==> src/rtl/pulse_tally.sv <==
// pulse_tally: four-digit BCD event tally with multiplexed 7-segment scan.
// Leading-zero blanking is enabled by defining PULSE_TALLY_BLANK_EN.
//
// Ports:
//   clk     input   1   system clock, rising edge
//   rst     input   1   synchronous active-high reset
//   cnt_in  input   1   event level; each 0->1 transition counts once
//   clr     input   1   synchronous clear of the tally (rst has priority)
//   value   output 16   registered BCD tally, value[3:0] = units
//   ovf     output  1   registered one-cycle pulse on wrap 9999 -> 0000
//   seg     output  7   active-low segments {g,f,e,d,c,b,a}, decoded from idx
//   an      output  4   active-low one-hot digit select, an[0] = units
module pulse_tally #(
  parameter int unsigned SCAN_DIV = 65536
) (
  input  logic        clk,
  input  logic        rst,
  input  logic        cnt_in,
  input  logic        clr,
  output logic [15:0] value,
  output logic        ovf,
  output logic [6:0]  seg,
  output logic [3:0]  an
);

  localparam int unsigned PW = (SCAN_DIV > 2) ? $clog2(SCAN_DIV) : 1;
  localparam logic [PW-1:0] PRESC_LAST = PW'(SCAN_DIV - 1);

  logic          cnt_q;
  logic          evt;
  logic [15:0]   value_inc;
  logic          wrap;
  logic [PW-1:0] presc;
  logic [1:0]    idx;
  logic [3:0]    digit;
  logic          blank;

  // Seven-segment decode, active low {g,f,e,d,c,b,a}; non-BCD codes go dark
  function automatic logic [6:0] seg_decode(input logic [3:0] d);
    case (d)
      4'd0:    seg_decode = 7'b1000000;
      4'd1:    seg_decode = 7'b1111001;
      4'd2:    seg_decode = 7'b0100100;
      4'd3:    seg_decode = 7'b0110000;
      4'd4:    seg_decode = 7'b0011001;
      4'd5:    seg_decode = 7'b0010010;
      4'd6:    seg_decode = 7'b0000010;
      4'd7:    seg_decode = 7'b1111000;
      4'd8:    seg_decode = 7'b0000000;
      4'd9:    seg_decode = 7'b0010000;
      default: seg_decode = 7'b1111111;
    endcase
  endfunction

  // Rising-edge detect; cnt_q resets high so a level held through reset is ignored
  assign evt = cnt_in & ~cnt_q;

  // Decimal +1 with ripple carry; carry out of the thousands digit is the wrap
  always_comb begin
    logic carry;
    value_inc = value;
    carry     = 1'b1;
    for (int i = 0; i < 4; i++) begin
      if (carry) begin
        if (value[4*i +: 4] >= 4'd9) begin
          value_inc[4*i +: 4] = 4'd0;
        end else begin
          value_inc[4*i +: 4] = value[4*i +: 4] + 4'd1;
          carry               = 1'b0;
        end
      end
    end
    wrap = carry;
  end

  // Tally and overflow pulse
  always_ff @(posedge clk) begin
    if (rst) begin
      cnt_q <= 1'b1;
      value <= 16'h0000;
      ovf   <= 1'b0;
    end else begin
      cnt_q <= cnt_in;
      if (clr) begin
        value <= 16'h0000;
        ovf   <= 1'b0;
      end else if (evt) begin
        value <= value_inc;
        ovf   <= wrap;
      end else begin
        ovf   <= 1'b0;
      end
    end
  end

  // Scan prescaler and digit index; free-running, unaffected by clr
  always_ff @(posedge clk) begin
    if (rst) begin
      presc <= '0;
      idx   <= 2'd0;
    end else if (presc == PRESC_LAST) begin
      presc <= '0;
      idx   <= idx + 2'd1;
    end else begin
      presc <= presc + PW'(1);
    end
  end

  // Digit select and blanking of leading zeros (units never blanked)
  always_comb begin
    digit = 4'd0;
    blank = 1'b0;
    case (idx)
      2'd0: digit = value[3:0];
      2'd1: digit = value[7:4];
      2'd2: digit = value[11:8];
      default: digit = value[15:12];
    endcase
`ifdef PULSE_TALLY_BLANK_EN
    case (idx)
      2'd1:    blank = (value[15:4] == 12'h000);
      2'd2:    blank = (value[15:8] == 8'h00);
      2'd3:    blank = (value[15:12] == 4'h0);
      default: blank = 1'b0;
    endcase
`endif
  end

  assign seg = blank ? 7'b1111111 : seg_decode(digit);
  assign an  = ~(4'b0001 << idx);

endmodule
==> config.mk <==
export PLATFORM = sky130hd
export DESIGN_NAME = pulse_tally
export DESIGN_NICKNAME = d
export VERILOG_FILES = /design/src/rtl/pulse_tally.sv
export SDC_FILE = /design/constraint.sdc
export NUM_CORES = 1
export LEC_CHECK = 0
export BUFFER_PORTS_ARGS = -buffer_cell sky130_fd_sc_hd__buf_2
export CAP_MARGIN = 25
export CORE_MARGIN = 8
export CORE_UTILIZATION = 30
export DETAILED_ROUTE_END_ITERATION = 8
export GPL_TIMING_DRIVEN = 0
export PLACE_DENSITY = 0.48
export SLEW_MARGIN = 20
export SYNTH_ARGS = -nofsm -noshare
export SYNTH_HDL_FRONTEND = slang
export SYNTH_SLANG_ARGS = --single-unit
==> constraint.sdc <==
create_clock -name clk -period 2.53 [get_ports clk]
set_clock_uncertainty 0.1 [all_clocks]
set_input_delay 0.3795 -clock clk [delete_from_list [all_inputs] [get_ports clk]]
set_output_delay 0.3795 -clock clk [all_outputs]
set_load 0.05 [all_outputs]
---- Yosys cells after proc, flatten, opt, wreduce, memory -nomap -nowiden ----
Memories as Yosys holds them, arrays and structs flattened.
Index checks and enable logic that the tools add are counted.
operators by class
  order comparisons ....................... 4
  equal/unequal tests ..................... 3
  mux-type cells .......................... 11
  bitwise operators ....................... 5
  add/subtract/negate cells ............... 6
  reduce and logical (&&, ||, !) cells .... 7
  shift operators ......................... 1
operators by type and width
  operator                                                                number
  16-bit by 1-bit adder with 16-bit output (second input constant)        1
  4-bit by 1-bit adder with 4-bit output (second input constant)          4
  16-bit equality test (second input constant)                            1
  4-bit greater-or-equal comparator (second input constant)               4
  4-bit 2-to-1 mux                                                        4
  4-bit one-hot mux with 3 select lines                                   1
  1-bit 2-to-1 mux                                                        6
  2-bit AND reduction                                                     3
  4-bit inverter                                                          1
  2-bit OR reduction                                                      2
  4-bit OR reduction                                                      1
  1-bit by 2-bit << shifter with 4-bit output (first input constant)      1
  1-bit inverter                                                          3
  2-bit by 1-bit adder with 2-bit output (second input constant)          1
  2-bit by 1-bit equality test with 1-bit output (second input constant)  1
  2-bit equality test (second input constant)                             1
  2-bit logical NOT                                                       1
  1-bit AND                                                               1
word-level totals
  memories ................................ 1
  word-level logic and storage cells ...... 46
  input bits .............................. 4
  output and inout port bits .............. 28
  memory bits (read-only) ................. 112
  register bits after elaboration ......... 36
memories
  name              words  width  rd ports  clocked after memory_dff  wr ports  line  text
  (name not given)  16     7      1         0                         0         40    case (d)

---- Depth between registers and ports, before layout ----
Gate-level depths: netlist of the first run.
  depth after elaboration ................. 6
  depth in mapped cells ................... 8
  gate-level depth less buffers ........... 8

---- Least setup slack after synthesis of the first run ----
OpenSTA, ideal clock, no wires.
  path kind ............................... register to output
  from .................................... register value[8]
  to ...................................... output seg[1]
  arrival time ............................ 2.756 ns
  data required time ...................... 2.051 ns
  path slack .............................. -0.705 ns
  stages on the path, launching flop included .. 6
  cells stage by stage .................... dfxtp_1 > a222oi_1 > mux2i_1 > inv_1 > ha_1 > o21ai_0
between the ends
  longest elaborated chain between the ends .. 2
RTL lines
  item                                   line  text
  from (decl)                            20    output logic [15:0] value,
  from (signal assigned)                 88    value <= value_inc;
  4-bit one-hot mux with 3 select lines  113   case (idx)
  memory 16 x 7 bit                      -
  to (decl)                              22    output logic [6:0] seg,
No other way between the ends.

---- Worst setup path after layout of the first run ----
  from .................................... register idx[0]
  to ...................................... output seg[6]
between the ends
  longest elaborated chain between the ends .. 3
  elaborated cells on any way between the ends .. 5
  classes of those cells .................. eq/ne: 2; mux: 1; reduce/logical: 1; memory: 1
RTL lines
  item                                               line  text
  from (decl)                                        34    logic [1:0] idx;
  from (signal assigned)                             103   idx <= idx + 2'd1;
  2-bit equality test, or another cell as far along  113
  4-bit one-hot mux with 3 select lines *            113
  memory 16 x 7 bit *                                -
Mark *: on every way between the ends. The rest lies on a longest branch, timed or not.

==> impl_metrics.ini, run 1 <==
[outcome]
outcome = finished, violations left
violations = negative setup slack

[worst_hold_path]
holdPathEnd = cnt_q
hold_start = cnt_in
worstHoldPathCells = 2
hold_class = in -> reg

[route]
vias = 1842
ant_nets = 0
drc_errors = 0
first_pass_iters = 6
wire_per_inst_um = 13.48
drt-vias-per-instance = 4.938
drt_iter0_drc = 114
drt-total-wl_um = 5029

[die]
row_count = 30
die_y_um = 98.78
core-area_um2 = 6719
boundaryPins = 32
dieArea_um2 = 9757
initial_core_util = 0.3060
dieWidth_um = 98.78

[layout]
antenna_cells = 0
fin_cells = 373
drive_gt1_frac = 0.3038
syn_to_final_growth_pct = 31.71
finalNetCount = 317
fillerInstances = 678

[sta]
relSlewSlack = 0.4863
tightestPinTransition_ns = 0.7641
hold_ws_ns = 0.2248
timing_hold_violations_final = 0
max_freq_mhz = 362.8
setup-violations-final = 7
period_share = 1.089
post-route-min-period_ns = 2.756
setup_slack_ns = -0.2263
tns_ns = -1.410
rsz0062_at_grt = yes
drv_slew = 0

[cts]
numCtsBuffers = 5
clock-sinks = 36
cts.clk_slew.worst_paths_ns = 0.08
clkLatencyLatePin_ns = 0.29
cts_tree = built
cts-root-buf = clkbuf_8
ctsHoldBuffers = 0
clockBufferDepth = 2
ctsHtreeMaxLevel = 2

[synth]
synth_edf_count = 0
synth_top_area_share = 0.3506
ys_seq_area_frac = 0.3506
syn_nets = 266
synth.largest_area_cell = dfxtp_1
synthTopCellsByCount = 36 x dfxtp_1, 26 x nor2_1, 24 x inv_1
yosys_register_bits = 36
yosysUniqueCellTypes = 41
synth_area_leaders = dfxtp_1 35%, ha_1 13%, nor2_1 4.7%, inv_1 4.4%, a21oi_1 3.7%
post_synth.cell_area_avg_um2 = 8.530
synth_most_common_cell = dfxtp_1
synth_flop_cell = dfxtp_1
syn_area_um2 = 2056
ys_warn_count = 0
synth_cells = 241
synthArstFlopShare = 0

[flow_run]
maxCapViolations = 0

[placement]
gp_congestion = 0.7908
io_buffer_count = 31
dpl.hpwl_um = 3639
placed_cells = 352

[pwr]
switching_share = 0.2187
share_comb_of_total_power = 0.043
power.density_nw_per_um2 = 416.0
power_leakage_nw = 1.073
seq_power_share = 0.510
irDropWorstVdd_mv = 0.2410
p_sw_w = 0.0002463
clkPwrFrac = 0.447
p_int_w = 0.0008801

[grt]
grt_util_all_layers = 0.1084
grt_busiest_layer = met2
grt_max_degree = 12
grtUsageMet1 = 0.1317
antenna_found_initial = 0
use_met3 = 0.03101
grt_pass1_wl_um = 8811
grt_use_met2 = 0.1830
grt_overflow = 0
first_global_vias = 1844

[setup_path]
r2r_end = value[15]
rr_startpoint = value[4]
worstSetupPathType = reg -> out
r2r_cells = 6
end_kind = output pin
r2r_setup_slack_ns = 0.31
crit_fanout = 6
critPathArrivalTime_ns = 2.28
required_ns = 2.05
start_kind = flop
layout make-up:
| type | instances | area [um2] | area share |
|---|---|---|---|
| Multi-Input combinational cell | 174 | 1351 | 0.4991 |
| Sequential cell | 36 | 730.7 | 0.2699 |
| Timing Repair Buffer | 44 | 296.5 | 0.1095 |
| Tap cell | 80 | 100.1 | 0.03697 |
| Inverter | 25 | 96.34 | 0.03558 |
| Clock buffer | 6 | 72.57 | 0.02680 |
| Clock inverter | 2 | 35.03 | 0.01294 |
| Buffer | 6 | 25.02 | 0.009242 |
cells by family (layout without fill, tap and decap cells):
kind of cell / after synthesis / after routing / share of synthesized area
xor gates and xnor gates: 15 / 15 / 0.06391
adders and majority gates: 21 / 21 / 0.1278
AOI/OAI and AO/OA: 40 / 40 / 0.1254
buffers and inverters: 31 / 83 / 0.05782
and+or+nand+nor: 89 / 89 / 0.2295
DFF: 36 / 36 / 0.3506
muxes: 9 / 9 / 0.04504
metrics by stage:
| step | utilization | setup slack, ns | cell area, um2 | power, W |
|---|---|---|---|---|
| after global routing | 0.4030 | -0.3763 | 2708 | 0.001179 |
| after global placement | 0.3488 | -0.2693 | 2344 | 0.0006339 |
| final | 0.4030 | -0.2263 | 2708 | 0.001126 |
| after CTS | 0.3939 | -0.2294 | 2646 | 0.001147 |
| after floorplan | - | -0.01947 | 2088 | 0.0006207 |
| after detailed placement | 0.3488 | -0.2695 | 2344 | 0.0006344 |
registers in the layout (all words and copies together) (netlist names):
| register | count |
|---|---|
| presc | 16 |
| value | 16 |
| idx | 2 |
| cnt_q | 1 |
| ovf | 1 |
layer usage:
metal  wire length, um  vias to the layer above  share of wire
li1                  -                      944              -
met1              2349                      853           0.47
met2              2364                       41           0.47
met3               283                        4          0.056
met4                31                        0         0.0062
met5                 0                        -              0
critical path, cell delays in order, from the launching register on:
cell and delay (ns):
dfxtp_4 0.39, inv_4 0.05, ha_4 0.16, a222oi_1 0.44, mux2i_2 0.23, ha_2 0.26
mux2i_2 0.19, mux2i_4 0.10, buf_6 0.16
repair_timing:
item	in CTS	in global routing
setup buffers	10	3
gates resized for setup	36	9
pin swaps	10	2
hold endpoints to repair	0	0
setup endpoints to repair	7	7
placed cells by master, fill, tap and decap left out, drive strengths merged, types with 3 or more instances in the layout:
cell type / synthesis / final
o21ai: 9 / 9
nor2: 26 / 26
a21oi: 15 / 15
ha: 21 / 21
nand3: 11 / 11
a222oi: 4 / 4
mux2i: 7 / 7
nand4: 8 / 8
xor2: 8 / 8
nor3: 5 / 5
xnor2: 7 / 7
nand2: 16 / 16
dfxtp: 36 / 36
clkbuf: 4 / 10
and4: 4 / 4
buf: 2 / 46
inv: 24 / 24
or2: 5 / 5
or4: 3 / 3
o31ai: 5 / 5
power groups by stage:
stage / combinational, W / sequential [W] / clock (W)
2_1_floorplan: 0.0000303 / 0.000590 / 0
3_3_place_gp: 0.0000440 / 0.000590 / 0
3_5_place_dp: 0.0000444 / 0.000590 / 0
4_1_cts: 0.0000485 / 0.000574 / 0.000524
5_1_grt: 0.0000532 / 0.000576 / 0.000550
6_report: 0.0000487 / 0.000574 / 0.000503
how the worst max path moves through the flow:
stage / cells past startpoint / to / slack [ns] / startpoint
6_report: 8 / seg[6] / -0.23 / idx[0]
4_1_cts: 8 / seg[6] / -0.23 / idx[0]
3_5_place_dp: 7 / seg[0] / -0.27 / idx[0]
3_3_place_gp: 7 / seg[3] / -0.27 / idx[0]
2_1_floorplan: 6 / seg[0] / -0.02 / idx[0]
5_1_grt: 8 / seg[0] / -0.38 / idx[0]
(Power assumes the default switching activity.)
==> run 2, diff against run 1 <==
CORE_ASPECT_RATIO = 0.75   (was default)
==> run 2 against run 1 <==
Effect of this change: the run still ends with negative setup slack left; cell count is 1.3% lower; fmax is 2.0% higher; routed wire length is 3.0% higher; flip-flop and latch count stayed put; critical path type unchanged; critical endpoint unchanged; largest cell class unchanged.
==> impl_metrics.ini, run 2 (same netlist as run 1, synthesis figures left out) <==
[setup_path]
end_kind = output pin
required_ns = 2.05
r2r_cells = 6
cpLargestDelayFamily = multiplexers
critPathArrivalTime_ns = 2.22
worstPathCellList = inv_4 -> ha_4 -> a222oi_1 -> mux2i_2 -> ha_2 -> mux2i_2 -> mux2i_4 -> buf_6
cp_slowest_cell = a222oi_1
cp_slowest_stage_delay_ns = 0.41
cp.depth = 8
start_kind = flop
crit_fanout = 5
path_common_cell = mux2i_2
cp.buffers_inverters = 2
worstSetupPathType = reg -> out

[sta]
setup_slack_ns = -0.1710
tightestPinTransition_ns = 0.7051
setup-violations-final = 7
post-route-min-period_ns = 2.701
timing_hold_violations_final = 0
rsz0062_at_grt = yes
period_share = 1.068
drv_slew = 0
max_freq_mhz = 370.2
relSlewSlack = 0.5259

[placement]
place_area_um2 = 2349
dpl.hpwl_um = 3787
io_buffer_count = 31
gp_congestion = 0.7394

[pwr]
p_sw_w = 0.0002353
clkPwrFrac = 0.377
switching_share = 0.2353
p_int_w = 0.0007646
irDropWorstVdd_mv = 0.1661
seq_power_share = 0.575
total_power_w = 0.0009999
power_leakage_nw = 1.013
power.density_nw_per_um2 = 382.4
share_comb_of_total_power = 0.048

[route]
drc_errors = 0
drt_iter0_drc = 108
drt-total-wl_um = 5179
first_pass_iters = 5
drt-vias-per-instance = 4.872
vias = 1793
ant_nets = 0
wire_per_inst_um = 14.07

[layout]
mostFrequentLayoutCells = 32 x dfxtp_1, 26 x buf_2, 25 x nor2_1, 21 x inv_1, 17 x ha_1
antenna_cells = 0
drive_gt1_frac = 0.2817
finalNetCount = 311
final_area_um2 = 2615
top_regs = presc x16, value x16, idx x2
fillerInstances = 690
utilization = 0.3883
final_common_cell = dfxtp_1
syn_to_final_growth_pct = 27.21

[outcome]
violations = negative setup slack
outcome = finished, violations left

[grt]
antenna_found_initial = 0
grt_util_all_layers = 0.1113
grt_overflow = 0
first_global_vias = 1770
grt_pass1_wl_um = 8680
grt_max_degree = 11

[die]
row_count = 26
initial_core_util = 0.3053
dieArea_um2 = 9785
dieWidth_um = 111.6
die_y_um = 87.69
boundaryPins = 32
core-area_um2 = 6734

[cts]
cts_tree = built
numCtsBuffers = 5
cts-root-buf = clkbuf_8
cts.clk_slew.worst_paths_ns = 0.07
clkLatencyLatePin_ns = 0.29
clockBufferDepth = 2
clock-sinks = 36
ctsHtreeMaxLevel = 2

[worst_hold_path]
hold_class = in -> reg
worstHoldPathCells = 2

[flow_run]
maxCapViolations = 0
==> run 2: final timing paths <==
| check | end | startpoint | slack, ns |
|---|---|---|---|
| setup / recovery | seg[6] | idx[0] | -0.17 |
| hold / removal | cnt_q | cnt_in | 0.22 |
| setup reg to reg | value[15] | value[4] | 0.28 |
| hold reg to reg | presc[0] | presc[0] | 0.36 |
==> run 2: power groups by stage <==
| stage | Combinational (W) | Clock [W] | Sequential (W) |
|---|---|---|---|
| floorplan | 0.0000303 | 0 | 0.000590 |
| global route | 0.0000535 | 0.000411 | 0.000575 |
| global placement | 0.0000442 | 0 | 0.000590 |
| CTS | 0.0000474 | 0.000398 | 0.000575 |
| finish | 0.0000477 | 0.000377 | 0.000575 |
| detailed placement | 0.0000441 | 0 | 0.000590 |
==> run 2: metal layers <==
metal / vias up / GRT usage / wire length, um / part of all wire
met5: - / 0 / 0 / 0
met4: 0 / 0.05192 / 72 / 0.014
met3: 5 / 0.02686 / 204 / 0.039
met2: 33 / 0.1607 / 2055 / 0.40
met1: 826 / 0.1525 / 2847 / 0.55
li1: 929 / - / - / -
==> run 2: metrics by stage <==
stage	setup slack [ns]	setup TNS [ns]	hold slack [ns]	cells
2_1_floorplan	-0.01947	-0.03894	0.3299	241
6_report	-0.1710	-0.9838	0.2158	368
4_1_cts	-0.1661	-0.8063	0.2034	367
5_1_grt	-0.2951	-1.925	0.2163	368
3_5_place_dp	-0.1878	-0.9819	0.3522	356
3_3_place_gp	-0.1414	-0.7754	0.3483	356
==> run 2: layout make-up <==
type	instances	area [um2]	share of cell area
clock buffer	5	68.82	0.02632
timing repair buffer	38	255.2	0.09761
buffer	6	25.02	0.009569
sequential	36	730.7	0.2794
inverter	25	97.59	0.03732
multi-input combinational	174	1333	0.5096
tap	84	105.1	0.04019
==> run 2: timing repair <==
item                       in CTS  in global routing
pin swaps                      10                  3
buffers inserted                6                  1
hold buffers                    0                  0
setup endpoints to repair       7                  7
gates resized for setup        37                  6
